<file path="config.mk">
export PLATFORM = sky130hd
export DESIGN_NAME = char_out_uart
export DESIGN_NICKNAME = d
export VERILOG_FILES = /design/src/rtl/char_out_uart.sv
export SDC_FILE = /design/constraint.sdc
export NUM_CORES = 1
export LEC_CHECK = 0
export BUFFER_PORTS_ARGS = -buffer_cell sky130_fd_sc_hd__buf_2
export CORE_MARGIN = 1.5
export CORE_UTILIZATION = 40
export CTS_CLUSTER_DIAMETER = 50
export CTS_CLUSTER_SIZE = 10
export DETAILED_ROUTE_END_ITERATION = 6
export PLACE_DENSITY = 0.55
export SETUP_SLACK_MARGIN = 0.3
export SLEW_MARGIN = 20
export SYNTH_ARGS = -nofsm -noshare
export SYNTH_HDL_FRONTEND = slang
export SYNTH_SLANG_ARGS = --single-unit
</file>
<file path="constraint.sdc">
create_clock -name phi -period 2.85 [get_ports phi]
set_clock_uncertainty 0.15 [all_clocks]
set_input_delay 0.1425 -clock phi [delete_from_list [all_inputs] [get_ports phi]]
set_output_delay 0.1425 -clock phi [all_outputs]
set_load 0.02 [all_outputs]
</file>
<file path="src/rtl/char_out_uart.sv">
// char_out_uart: buffers core characters in a FIFO and sends them as 8N1 UART frames.
module char_out_uart #(
  parameter int DEPTH        = 16,
  parameter int CLKS_PER_BIT = 868
) (
  input  logic                     phi,
  input  logic                     rst,
  input  logic [7:0]               char_out,
  input  logic                     char_out_val,
  output logic                     tx,
  output logic                     busy,
  output logic                     overflow,
  output logic [$clog2(DEPTH):0]   fifo_count
);
  localparam int AW = $clog2(DEPTH);
  localparam int TW = $clog2(CLKS_PER_BIT);
  localparam logic [1:0] IDLE  = 2'd0;
  localparam logic [1:0] START = 2'd1;
  localparam logic [1:0] DATA  = 2'd2;
  localparam logic [1:0] STOP  = 2'd3;
  logic [1:0]    state;
  logic [TW-1:0] timer;
  logic [2:0]    bitCnt;
  logic [7:0]    shiftReg;
  logic [7:0]    mem [DEPTH];
  logic [AW-1:0] wrPtr, rdPtr;
  logic          bitEnd, pop, push, full;
  assign bitEnd = timer == TW'(CLKS_PER_BIT - 1);
  assign full   = fifo_count == (AW + 1)'(DEPTH);
  // a pop at the end of STOP chains the next frame with no idle gap
  assign pop    = (fifo_count != 0) && (state == IDLE || (state == STOP && bitEnd));
  assign push   = char_out_val && (!full || pop);
  assign busy   = (state != IDLE) || (fifo_count != 0);
  always_ff @(posedge phi)
    if (push) mem[wrPtr] <= char_out;
  always_ff @(posedge phi or posedge rst)
    if (rst) begin
      wrPtr      <= '0;
      rdPtr      <= '0;
      fifo_count <= '0;
      overflow   <= 1'b0;
    end else begin
      wrPtr      <= push ? wrPtr + 1'b1 : wrPtr;
      rdPtr      <= pop ? rdPtr + 1'b1 : rdPtr;
      fifo_count <= fifo_count + (AW + 1)'(push) - (AW + 1)'(pop);
      overflow   <= overflow | (char_out_val & ~push);
    end
  always_ff @(posedge phi or posedge rst)
    if (rst) begin
      state    <= IDLE;
      timer    <= '0;
      bitCnt   <= '0;
      shiftReg <= '0;
      tx       <= 1'b1;
    end else begin
      // tx is registered from the current state, so the line trails the FSM by one cycle
      tx <= state == START ? 1'b0 : state == DATA ? shiftReg[0] : 1'b1;
      if (pop) begin
        shiftReg <= mem[rdPtr];
        state    <= START;
        timer    <= '0;
        bitCnt   <= '0;
      end else if (state != IDLE) begin
        timer <= bitEnd ? '0 : timer + 1'b1;
        if (bitEnd) begin
          case (state)
            START: state <= DATA;
            DATA: begin
              shiftReg <= shiftReg >> 1;
              bitCnt   <= bitCnt + 1'b1;
              state    <= bitCnt == 3'd7 ? STOP : DATA;
            end
            default: state <= IDLE;
          endcase
        end
      end
    end
endmodule

</file>
==> qor.txt <==
============================================================================================
Total power draw ..............................................................   0.006223 W
Arrival time reported for the critical path endpoint ..........................      2.78 ns
Maximum ir drop on the vdd rail ...............................................    0.4784 mV
XOR/XNOR share of the synthesized area ........................................       1.836%
Outcome .......................................................................    completed
Post-route insts no fill ......................................................          727
Number of global-route vias before repair .....................................         3926
CTS tree ......................................................................          yes
R2R cell count ................................................................           12
Horizontal die dimension ......................................................     136.8 µm
Crit-path slowest cell ........................................................      dfrtp_1
Vias per cell .................................................................        5.327
Number of synthesis warnings ..................................................            0
Routed via count ..............................................................         3873
Critical path fanouts, max ....................................................            4
Final period demand of the worst path .........................................     2.591 ns
Largest net degree at the start of global routing .............................           25
Clock Pin Slew Worst Setup and Hold Paths .....................................      0.06 ns
Top-level I/O count ...........................................................           19
F_max .........................................................................    386.0 MHz
Number of instances in the synthesized netlist ................................          422
Post-synthesis adder-cell area fraction .......................................       3.427%
Top flip-flop cell by instance count after synthesis ..........................     edfxtp_1
Power density over the cells .................................................. 733.0 nW/µm²
Type of the tightest min-delay check .......................................... primary input to flop
Setup TNS .....................................................................         0 ns
Share of synthesized area spent on multiplexers ...............................       13.53%
Unrepaired setup endpoints after global routing ...............................         true
Post-synth cell types .........................................................           50
Crit. End Element .............................................................         flop
Post-synth net total ..........................................................          452
Basic-gate share of the synthesized area counting and, or, nand and nor cells .       7.851%
Launching element type of the critical path ...................................         flop
Worst slew margin relative to its limit .......................................       51.69%
Crit path largest cell delay ..................................................      0.39 ns
Max cap viols .................................................................            0
Synthesized area per cell .....................................................    16.96 µm²
Antenna violations before repair ..............................................            0
Number of placement rows ......................................................           48
Drt wl/cell ...................................................................     19.90 µm
Final Net Count ...............................................................          520
H-tree depth reported by CTS ..................................................            4
Floorplan Core Area ...........................................................    17420 µm²
Global route overflow .........................................................            0
GRT Overall Usage .............................................................       17.05%
Placed instance count .........................................................          678
Number of slew-limit violations in the final report ...........................            0
WHS Path Cells ................................................................            5
Number of routed nets with antenna violations .................................            0
Ant diodes ....................................................................            0
Transition time of the tightest slew-check pin ................................    0.7246 ns
Util after Layout .............................................................       48.74%
Static leakage ................................................................     3.107 nW
Count of flip-flops with a built-in enable after synthesis ....................          128
First DRT Iteration DRCs ......................................................          216
Register bit total from synthesis .............................................          166
Final design area excluding fillers ...........................................     8489 µm²
Last weighted congestion value of the routability-driven placer ...............       0.8028
Critical Setup Path Class ..................................................... flop to flop
Num CTS Buffers ...............................................................           17
Post-detailed-placement cell area .............................................     7741 µm²
Layout overhead on the synthesized area .......................................       18.64%
Chain of cells forming the critical path ...................................... ha_4, and4bb_4, a41o_1, o21ai_4, ha_4, inv_2, ha_4, fa_2, a21oi_2, nor2_1, nor2_1, xnor2_1
Final count of hold timing violations .........................................            0
Die span in y .................................................................     136.8 µm
Share of synthesized registers carrying an async set or reset .................       22.89%
Endpoints failing setup .......................................................            0
Sequential fraction of the synthesis area .....................................       67.02%
Most used cell along the critical path ........................................         ha_4
Port-buffer cells .............................................................           18
Die area ......................................................................    18700 µm²
Detailed-router iteration count before antenna repair .........................            4
Synthesized-area fraction occupied by ao, oa, aoi and oai cells ...............       3.759%
Cell area after technology mapping ............................................     7156 µm²
Detailed placement HPWL .......................................................      9507 µm
Root Buffer ...................................................................    clkbuf_16
Largest family of logic cells by synthesized area ............................. multiplexers
Wire length reported by the detailed router ...................................     14470 µm
Fraction of final layout cells with drive strength greater than 1 .............       30.08%
Required time of the critical path ............................................      3.04 ns
Clk sink count ................................................................          166
Largest buffer count on any clock path ........................................            2
Initial Utilization ...........................................................       41.08%
Fill cell count ...............................................................         1494
Final period util .............................................................       90.91%
DRC violations left ...........................................................            0
Later-pin clock latency in the skew report ....................................      0.43 ns
First-pass GRT wire length ....................................................     22760 µm
============================================================================================
==> registers in the layout, summed over array words and instances, names as in the netlist <==
name and cells:
state 2, wrPtr 4, rdPtr 4, timer 10, overflow 1, tx 1, mem 128, shiftReg 8
bitCnt 3, fifo_count 5
==> worst max-delay path: cells and delay by family (launching register included) <==
| kind | cells | cell delay, ns |
|---|---|---|
| buf+inv | 1 | 0.04 |
| fa+ha+maj | 4 | 0.93 |
| xor+xnor | 1 | 0.13 |
| compound gates | 3 | 0.44 |
| simple gates | 3 | 0.44 |
| flops | 1 | 0.39 |
==> through the flow <==
step | hold WS [ns] | setup WS [ns]
after detailed placement | 0.08165 | 0.1064
after floorplan | 0.09137 | 0.1002
after global placement | 0.08076 | 0.1725
after CTS | 0.1485 | 0.2683
after global routing | 0.1617 | 0.1305
final | 0.1600 | 0.2592
==> cell usage after synthesis, drive strengths merged (2+ instances only) <==
master | n | area (µm²)
a211oi | 3 | 22.52
a21oi | 7 | 35.03
a22oi | 7 | 52.55
and2 | 2 | 12.51
and3 | 9 | 56.30
buf | 12 | 97.59
clkbuf | 7 | 26.28
dfrtp | 37 | 925.9
edfxtp | 128 | 3844
ha | 18 | 225.2
inv | 16 | 60.06
mux2 | 7 | 90.08
mux2i | 18 | 180.2
mux4 | 31 | 698.2
nand2 | 22 | 82.58
nand3 | 13 | 65.06
nand4 | 3 | 18.77
nor2 | 18 | 98.84
nor2b | 6 | 37.54
nor3 | 8 | 40.04
nor3b | 3 | 27.52
nor4b | 5 | 58.80
o21ai | 6 | 52.55
o31ai | 3 | 22.52
or3 | 2 | 12.51
or4 | 2 | 15.01
xnor2 | 8 | 70.07
xor2 | 7 | 61.31
==> worst paths after layout <==
check / startpoint / endpoint / slack (ns)
worst max-delay path: timer[0]$_DFFE_PP0P_ / fifo_count[4]$_DFF_PP0_ / 0.26
worst min-delay path: char_out_val / fifo_count[0]$_DFF_PP0_ / 0.16
worst max register to register: timer[0]$_DFFE_PP0P_ / fifo_count[4]$_DFF_PP0_ / 0.26
worst min register to register: overflow$_DFF_PP0_ / overflow$_DFF_PP0_ / 0.34
max in group asynchronous: rst / fifo_count[3]$_DFF_PP0_ / 1.57
min in group asynchronous: rst / timer[0]$_DFFE_PP0P_ / 0.19
==> timing repair <==
action | CTS | global route
setup buffers | 5 | 3
hold endpoints to repair | 145 | 0
gates resized for setup | 1 | 3
pin swaps | 7 | 0
hold buffers | 10 | 0
setup endpoints to repair | 1 | 2
==> area by class of cell <==
class,instances,area [µm²],area share (%)
Inverter,16,60.06,0.7074
Clock inverter,11,126.4,1.489
Sequential cell,166,4800,56.54
Tap cell,225,281.5,3.316
Clock buffer,20,436.7,5.144
Timing Repair Buffer,68,503.0,5.925
Multi-Input combinational cell,221,2282,26.88
==> routing by layer <==
| metal | vias up | part of all wire, % | track usage (%) |
|---|---|---|---|
| met2 | 56 | 50 | 27.69 |
| li1 | 1782 | - | - |
| met1 | 2024 | 47 | 22.88 |
| met5 | - | 0 | 0 |
| met4 | 0 | 1.1 | 6.206 |
| met3 | 11 | 2.4 | 3.259 |
==> where the power goes <==
part | total, W | internal [W] | switching (W) | leakage, nW
Clock | 0.00221 | 0.00129 | 0.000922 | 0.270
Sequential | 0.00309 | 0.00288 | 0.000208 | 1.62
Combinational | 0.000923 | 0.000405 | 0.000518 | 1.22
Total | 0.00622 | 0.00457 | 0.00165 | 3.11
==> cells in the final DEF, fill, tap and decap left out, types with 4 or more instances in the layout <==
cell type      instances
mux2i_1               18
mux4_2                31
dfrtp_1               34
xnor2_1                8
dlygate4sd3_1         10
xor2_1                 7
buf_2                 18
nor2_1                15
buf_4                 39
a21oi_1                6
ha_1                  15
nand3_1               13
o21ai_0                4
inv_1                 15
nand2_1               21
nor2b_1                6
clkbuf_16             17
nor4b_2                4
mux2_2                 4
and3_1                 9
nor3_1                 8
a22oi_1                7
edfxtp_1             128
==> cells by family after synthesis <==
| group | after synthesis |
|---|---|
| DFF | 166 |
| and+or+nand+nor | 96 |
| buffers and inverters | 35 |
| AOI/OAI and AO/OA | 35 |
| adders and majority gates | 19 |
| muxes | 56 |
| xor gates and xnor gates | 15 |
Note: power is estimated with default switching activity, not from simulation.
